File: src/rtl/small_svf_multi.sv
// rtl/small_svf_multi.sv - time-multiplexed multi-channel state-variable filter (LPF/HPF/BPF/BSF)
// Define SMALL_SVF_SAT_FLAG_EN to add sticky per-channel saturation flags (satFlag/satClr).
module small_svf_multi #(
  parameter int  WIDTH    = 16,
  parameter int  CHANNELS = 4,
  parameter int  K0_SHIFT = 6,
  parameter int  K1_SHIFT = 6,
  parameter int  CLAMP    = 1,
  localparam int CH_W     = (CHANNELS > 1) ? $clog2(CHANNELS) : 1
) (
  input  logic             clk,
  input  logic             rst,
  input  logic             flush,
  input  logic             inValid,
  output logic             inReady,
  input  logic [1:0]       mode,
  input  logic [WIDTH-1:0] dataIn,
  output logic             outValid,
  input  logic             outReady,
  output logic [WIDTH-1:0] dataOut,
  output logic [CH_W-1:0]  outChannel
`ifdef SMALL_SVF_SAT_FLAG_EN
  ,
  output logic [CHANNELS-1:0] satFlag,
  input  logic                satClr
`endif
);

  localparam int FRAC  = 15;
  localparam int ACC_W = WIDTH + FRAC;
  localparam int CW    = ACC_W + 2;

  typedef logic signed [ACC_W-1:0] acc_t;
  typedef logic signed [CW-1:0]    wide_t;

  acc_t            bp_mem [CHANNELS];
  acc_t            lp_mem [CHANNELS];
  logic [CH_W-1:0] ch;
  logic [CH_W-1:0] ch_next;
  logic            accept;

  acc_t             bp_cur, lp_cur, bp_n, lp_n;
  wide_t            x_w, hp, bp_sum, lp_sum, bsf, sel;
  logic [WIDTH-1:0] result;

  // The integer part fits WIDTH bits only if the top three bits agree.
  function automatic logic ovf(input wide_t v);
    return v[CW-1:ACC_W-1] != {3{v[CW-1]}};
  endfunction

  function automatic acc_t fit_acc(input wide_t v);
    if (CLAMP != 0 && ovf(v))
      return v[CW-1] ? {1'b1, {(ACC_W-1){1'b0}}} : {1'b0, {(ACC_W-1){1'b1}}};
    return v[ACC_W-1:0];
  endfunction

  function automatic logic [WIDTH-1:0] out_sat(input wide_t v);
    if (ovf(v))
      return v[CW-1] ? {1'b1, {(WIDTH-1){1'b0}}} : {1'b0, {(WIDTH-1){1'b1}}};
    return v[ACC_W-1:FRAC];
  endfunction

  assign bp_cur = bp_mem[ch];
  assign lp_cur = lp_mem[ch];
  assign x_w    = {{2{dataIn[WIDTH-1]}}, dataIn, {FRAC{1'b0}}};
  assign hp     = x_w - wide_t'(lp_cur) - wide_t'(bp_cur);
  assign bp_sum = wide_t'(bp_cur) + (hp >>> K0_SHIFT);
  assign bp_n   = fit_acc(bp_sum);
  // The low integrator uses the already-limited band value that gets stored.
  assign lp_sum = wide_t'(lp_cur) + (wide_t'(bp_n) >>> K1_SHIFT);
  assign lp_n   = fit_acc(lp_sum);
  assign bsf    = x_w - wide_t'(bp_n);

  always_comb begin
    sel = wide_t'(lp_n);
    case (mode)
      2'd1:    sel = hp;
      2'd2:    sel = wide_t'(bp_n);
      2'd3:    sel = bsf;
      default: sel = wide_t'(lp_n);
    endcase
  end

  assign result  = out_sat(sel);
  assign inReady = !outValid || outReady;
  assign accept  = inValid && inReady;
  assign ch_next = (ch == CH_W'(CHANNELS - 1)) ? '0 : ch + 1'b1;

  always_ff @(posedge clk or posedge rst) begin
    if (rst) begin
      for (int i = 0; i < CHANNELS; i++) begin
        bp_mem[i] <= '0;
        lp_mem[i] <= '0;
      end
      ch         <= '0;
      outValid   <= 1'b0;
      dataOut    <= '0;
      outChannel <= '0;
    end else if (flush) begin
      for (int i = 0; i < CHANNELS; i++) begin
        bp_mem[i] <= '0;
        lp_mem[i] <= '0;
      end
      ch       <= '0;
      outValid <= 1'b0;
    end else if (accept) begin
      bp_mem[ch] <= bp_n;
      lp_mem[ch] <= lp_n;
      ch         <= ch_next;
      outValid   <= 1'b1;
      dataOut    <= result;
      outChannel <= ch;
    end else if (outReady) begin
      outValid <= 1'b0;
    end
  end

`ifdef SMALL_SVF_SAT_FLAG_EN
  logic                sat_hit;
  logic [CHANNELS-1:0] set_vec;

  assign sat_hit = ((CLAMP != 0) && (ovf(bp_sum) || ovf(lp_sum))) || ovf(sel);
  assign set_vec = (accept && !flush && sat_hit) ? (CHANNELS'(1) << ch) : '0;

  always_ff @(posedge clk or posedge rst) begin
    if (rst)
      satFlag <= '0;
    else
      satFlag <= (satClr ? '0 : satFlag) | set_vec;
  end
`endif

endmodule

File: config.mk
export PLATFORM = sky130hd
export DESIGN_NAME = small_svf_multi
export DESIGN_NICKNAME = d
export VERILOG_FILES = /design/src/rtl/small_svf_multi.sv
export SDC_FILE = /design/constraint.sdc
export NUM_CORES = 1
export LEC_CHECK = 0
export ABC_AREA = 1
export BUFFER_PORTS_ARGS = -buffer_cell sky130_fd_sc_hd__buf_2
export CORE_UTILIZATION = 36
export CTS_BUF_LIST = sky130_fd_sc_hd__clkbuf_8
export CTS_CLUSTER_SIZE = 25
export DETAILED_ROUTE_END_ITERATION = 12
export GPL_TIMING_DRIVEN = 0
export PLACE_DENSITY = 0.56
export SYNTH_ARGS = -nofsm -noshare
export SYNTH_HDL_FRONTEND = slang
export SYNTH_SLANG_ARGS = --single-unit
File: constraint.sdc
create_clock -name clk -period 17 [get_ports clk]
set_clock_uncertainty 0.15 [all_clocks]
set_input_delay 1.7 -clock clk [delete_from_list [all_inputs] [get_ports clk]]
set_output_delay 1.7 -clock clk [all_outputs]
set_load 0.05 [all_outputs]
==> results by group <==
Floorplanning
  – Initial Util: roughly 37%
  – Die Area: 56100 µm²
  – Core box area: 54100 µm²
  – DIE HEIGHT: 237 µm
  – I/O pins: between 40 and 50
  – Core Rows: 85
  – Die outline width: 237 µm

Timing
  – Tcrit/Tclk final: 89.3%
  – Worst-Margin Slew: 1.31 ns
  – RSZ-0062 raised after global routing: false
  – Setup TNS Final: 0 ns
  – Fmax: 65.9 MHz
  – Hold Fails Final Rpt: 0
  – Post-route setup slack: ~1.8 ns
  – Slew Limit Fails: 0
  – Final min period: 15.18 ns
  – Setup Viol. Count Final: 0
  – Slew headroom: about 12%
  – WHS: 0.335 ns

Final layout
  – Final nets: 3076
  – Area of the multi-input gates: 11100 µm²
  – Layout area overhead: 10.9%
  – Share of layout cells above drive strength 1: 7.17%
  – Fillers: 5743
  – Number of diodes: 0
  – Storage element area: between 6000 and 7000 µm²

Global routing
  – Vias in the first global route: 19300
  – Pin count of the biggest net entering global routing: 126
  – Grt total ovfl: 0
  – First-pass GRT wire length: roughly 120000 µm
  – Initial antenna violation count: 1
  – Total global-route track usage: between 20% and 30%

Synth
  – Post-Syn Area: 19900 µm²
  – Yosys cell types: between 50 and 60
  – Synth top area share: 33.9%
  – Synth async-reset ratio: 100%
  – Syn Inst Count: 2808
  – Most frequent cell after synthesis: nand2_1
  – Post-synth top cells: 685 x nand2_1, 411 x inv_1, 287 x o21ai_0
  – Top cells by area, synth: dfrtp_1 34%, nand2_1 13%, ha_1 8.5%, inv_1 7.8%, o21ai_0 7.2%
  – Synthesized area per cell: 7.07 µm²
  – Flip-flop and latch count after synthesis: 269
  – Register area share after synthesis: between 30 and 40%
  – Synth Net Count: 2984
  – Number of flops mapped to enable cells by yosys: 0
  – Yosys warning total: 0
  – Top_reg_cell synth: dfrtp_1
  – Biggest area consumer among synthesized cells: dfrtp_1

CTS
  – Num CTS Buffers: 46
  – Num Clock Sinks: 269
  – Clock Latency Late Sink: between 0.6 and 0.7 ns
  – CTS Buffer Depth: 3
  – Post_cts resized: 0
  – CTS tree: done
  – H-Tree Depth: 2
  – CTS root buf: clkbuf_8
  – Clk slew on worst S/H paths: 0.06 ns
  – Hold buffers post-CTS: 0
  – # Post-CTS Setup Buffers: 0

Critical path
  – Critical path required time: 17.34 ns
  – Buf/Inv on CP: 14
  – CP Data Arrival Time: between 15 and 20 ns
  – Crit-path max FO: 10
  – CP max stage delay: 0.82 ns
  – R2r setup slk: approximately 1.8 ns
  – Startpoint Class: register
  – Type of the worst setup path: reg -> reg
  – Critical path's top delay family: compound AO/OA/AOI/OAI gates
  – Worst path slowest cell: a32oi_1
  – Critical Path End Type: register

Place
  – Setup WS pre-CTS: 2.31 ns
  – GP Congestion: 0.933
  – PortBufs: 42
  – Post-DP HPWL: roughly 63000 µm

Routing
  – Post-DRT Antenna Nets: 0
  – Initial DRC count: 1792
  – Drt drc: 0
  – WL final: between 70000 and 80000 µm
  – Wire per inst: 21.6 µm
  – Drt pass-1 iters: 5
  – Vias per inst: 5.47
  – Via count: a little under 20000

Min path
  – Hold Crit Class: reg -> reg

Job
  – Max cap viols: 0

Outcome
  – Status: completed
layer usage:
metal	GRT usage (%)	share of wire (%)	vias to the layer above
met5	0	0	-
met4	9.78	3.5	0
met3	4.12	6.3	141
met2	44.1	45	666
met1	38.3	45	9570
li1	-	-	9473
worst register-to-register path, delay by kind of cell (launching register included):
kind,cells,cell delay (ns)
AOI/OAI and AO/OA,13,4.47
buffers and inverters,14,3.80
and+or+nand+nor,14,2.74
adders and majority gates,6,2.28
xor gates and xnor gates,3,1.05
DFF,1,0.54
registers in the layout, indices dropped and copies added, names as in the netlist:
register and count:
bp_mem 124, dataOut 16, outChannel 2, lp_mem 124, outValid 1, ch 2
placed cells by master (no fill, tap or decap), types with 24 or more instances in the layout:
cell type / instances
o21ai_0: 287
nor2_1: 190
inv_1: 417
a32oi_1: 58
buf_2: 45
xor2_1: 24
nand2_1: 685
nand3_1: 108
dfrtp_1: 269
ha_1: 135
clkbuf_1: 97
or2_2: 27
nand4_1: 27
clkbuf_8: 58
o22ai_1: 61
a21oi_1: 210
path summary, 6_finish.rpt:
path                                             start                      to  cells after the start
max in group asynchronous                          rst  dataOut[6]$_DFFE_PP0P_                      4
worst min-delay path            bp_mem[45]$_DFFE_PP0P_  bp_mem[45]$_DFFE_PP0P_                      2
worst min register to register  bp_mem[45]$_DFFE_PP0P_  bp_mem[45]$_DFFE_PP0P_                      2
worst max-delay path                 ch[0]$_DFFE_PP0P_  dataOut[1]$_DFFE_PP0P_                     50
min in group asynchronous                          rst   lp_mem[5]$_DFFE_PP0P_                      2
worst max register to register       ch[0]$_DFFE_PP0P_  dataOut[1]$_DFFE_PP0P_                     50
final cells by class:
type                       instances  area share [%]
timing repair buffer              44            1.20
tap                              696            3.95
multi-input combinational       2008            50.4
clock inverter                    20            1.04
clock buffer                      58            3.62
sequential                       269            30.5
buffer                           110            1.99
inverter                         421            7.21
per-stage QoR:
step	util (%)	area, µm²	cells
floorplan	-	19900	2808
global placement	38.7	20900	3546
detailed placement	38.8	21000	3548
CTS	40.7	22000	3626
global route	40.7	22000	3626
finish	40.7	22000	3626
cell families after synthesis:
logic type	count (synthesis)	share of synthesized area [%]
and+or+nand+nor	1109	23.4
AOI/OAI and AO/OA	708	20.6
buffers and inverters	531	10.2
DFF	269	33.9
adders and majority gates	153	10.3
xor gates and xnor gates	38	1.68
Power is not shown: default switching activity piles up to over one toggle a cycle in this logic, so the estimate is an artifact.
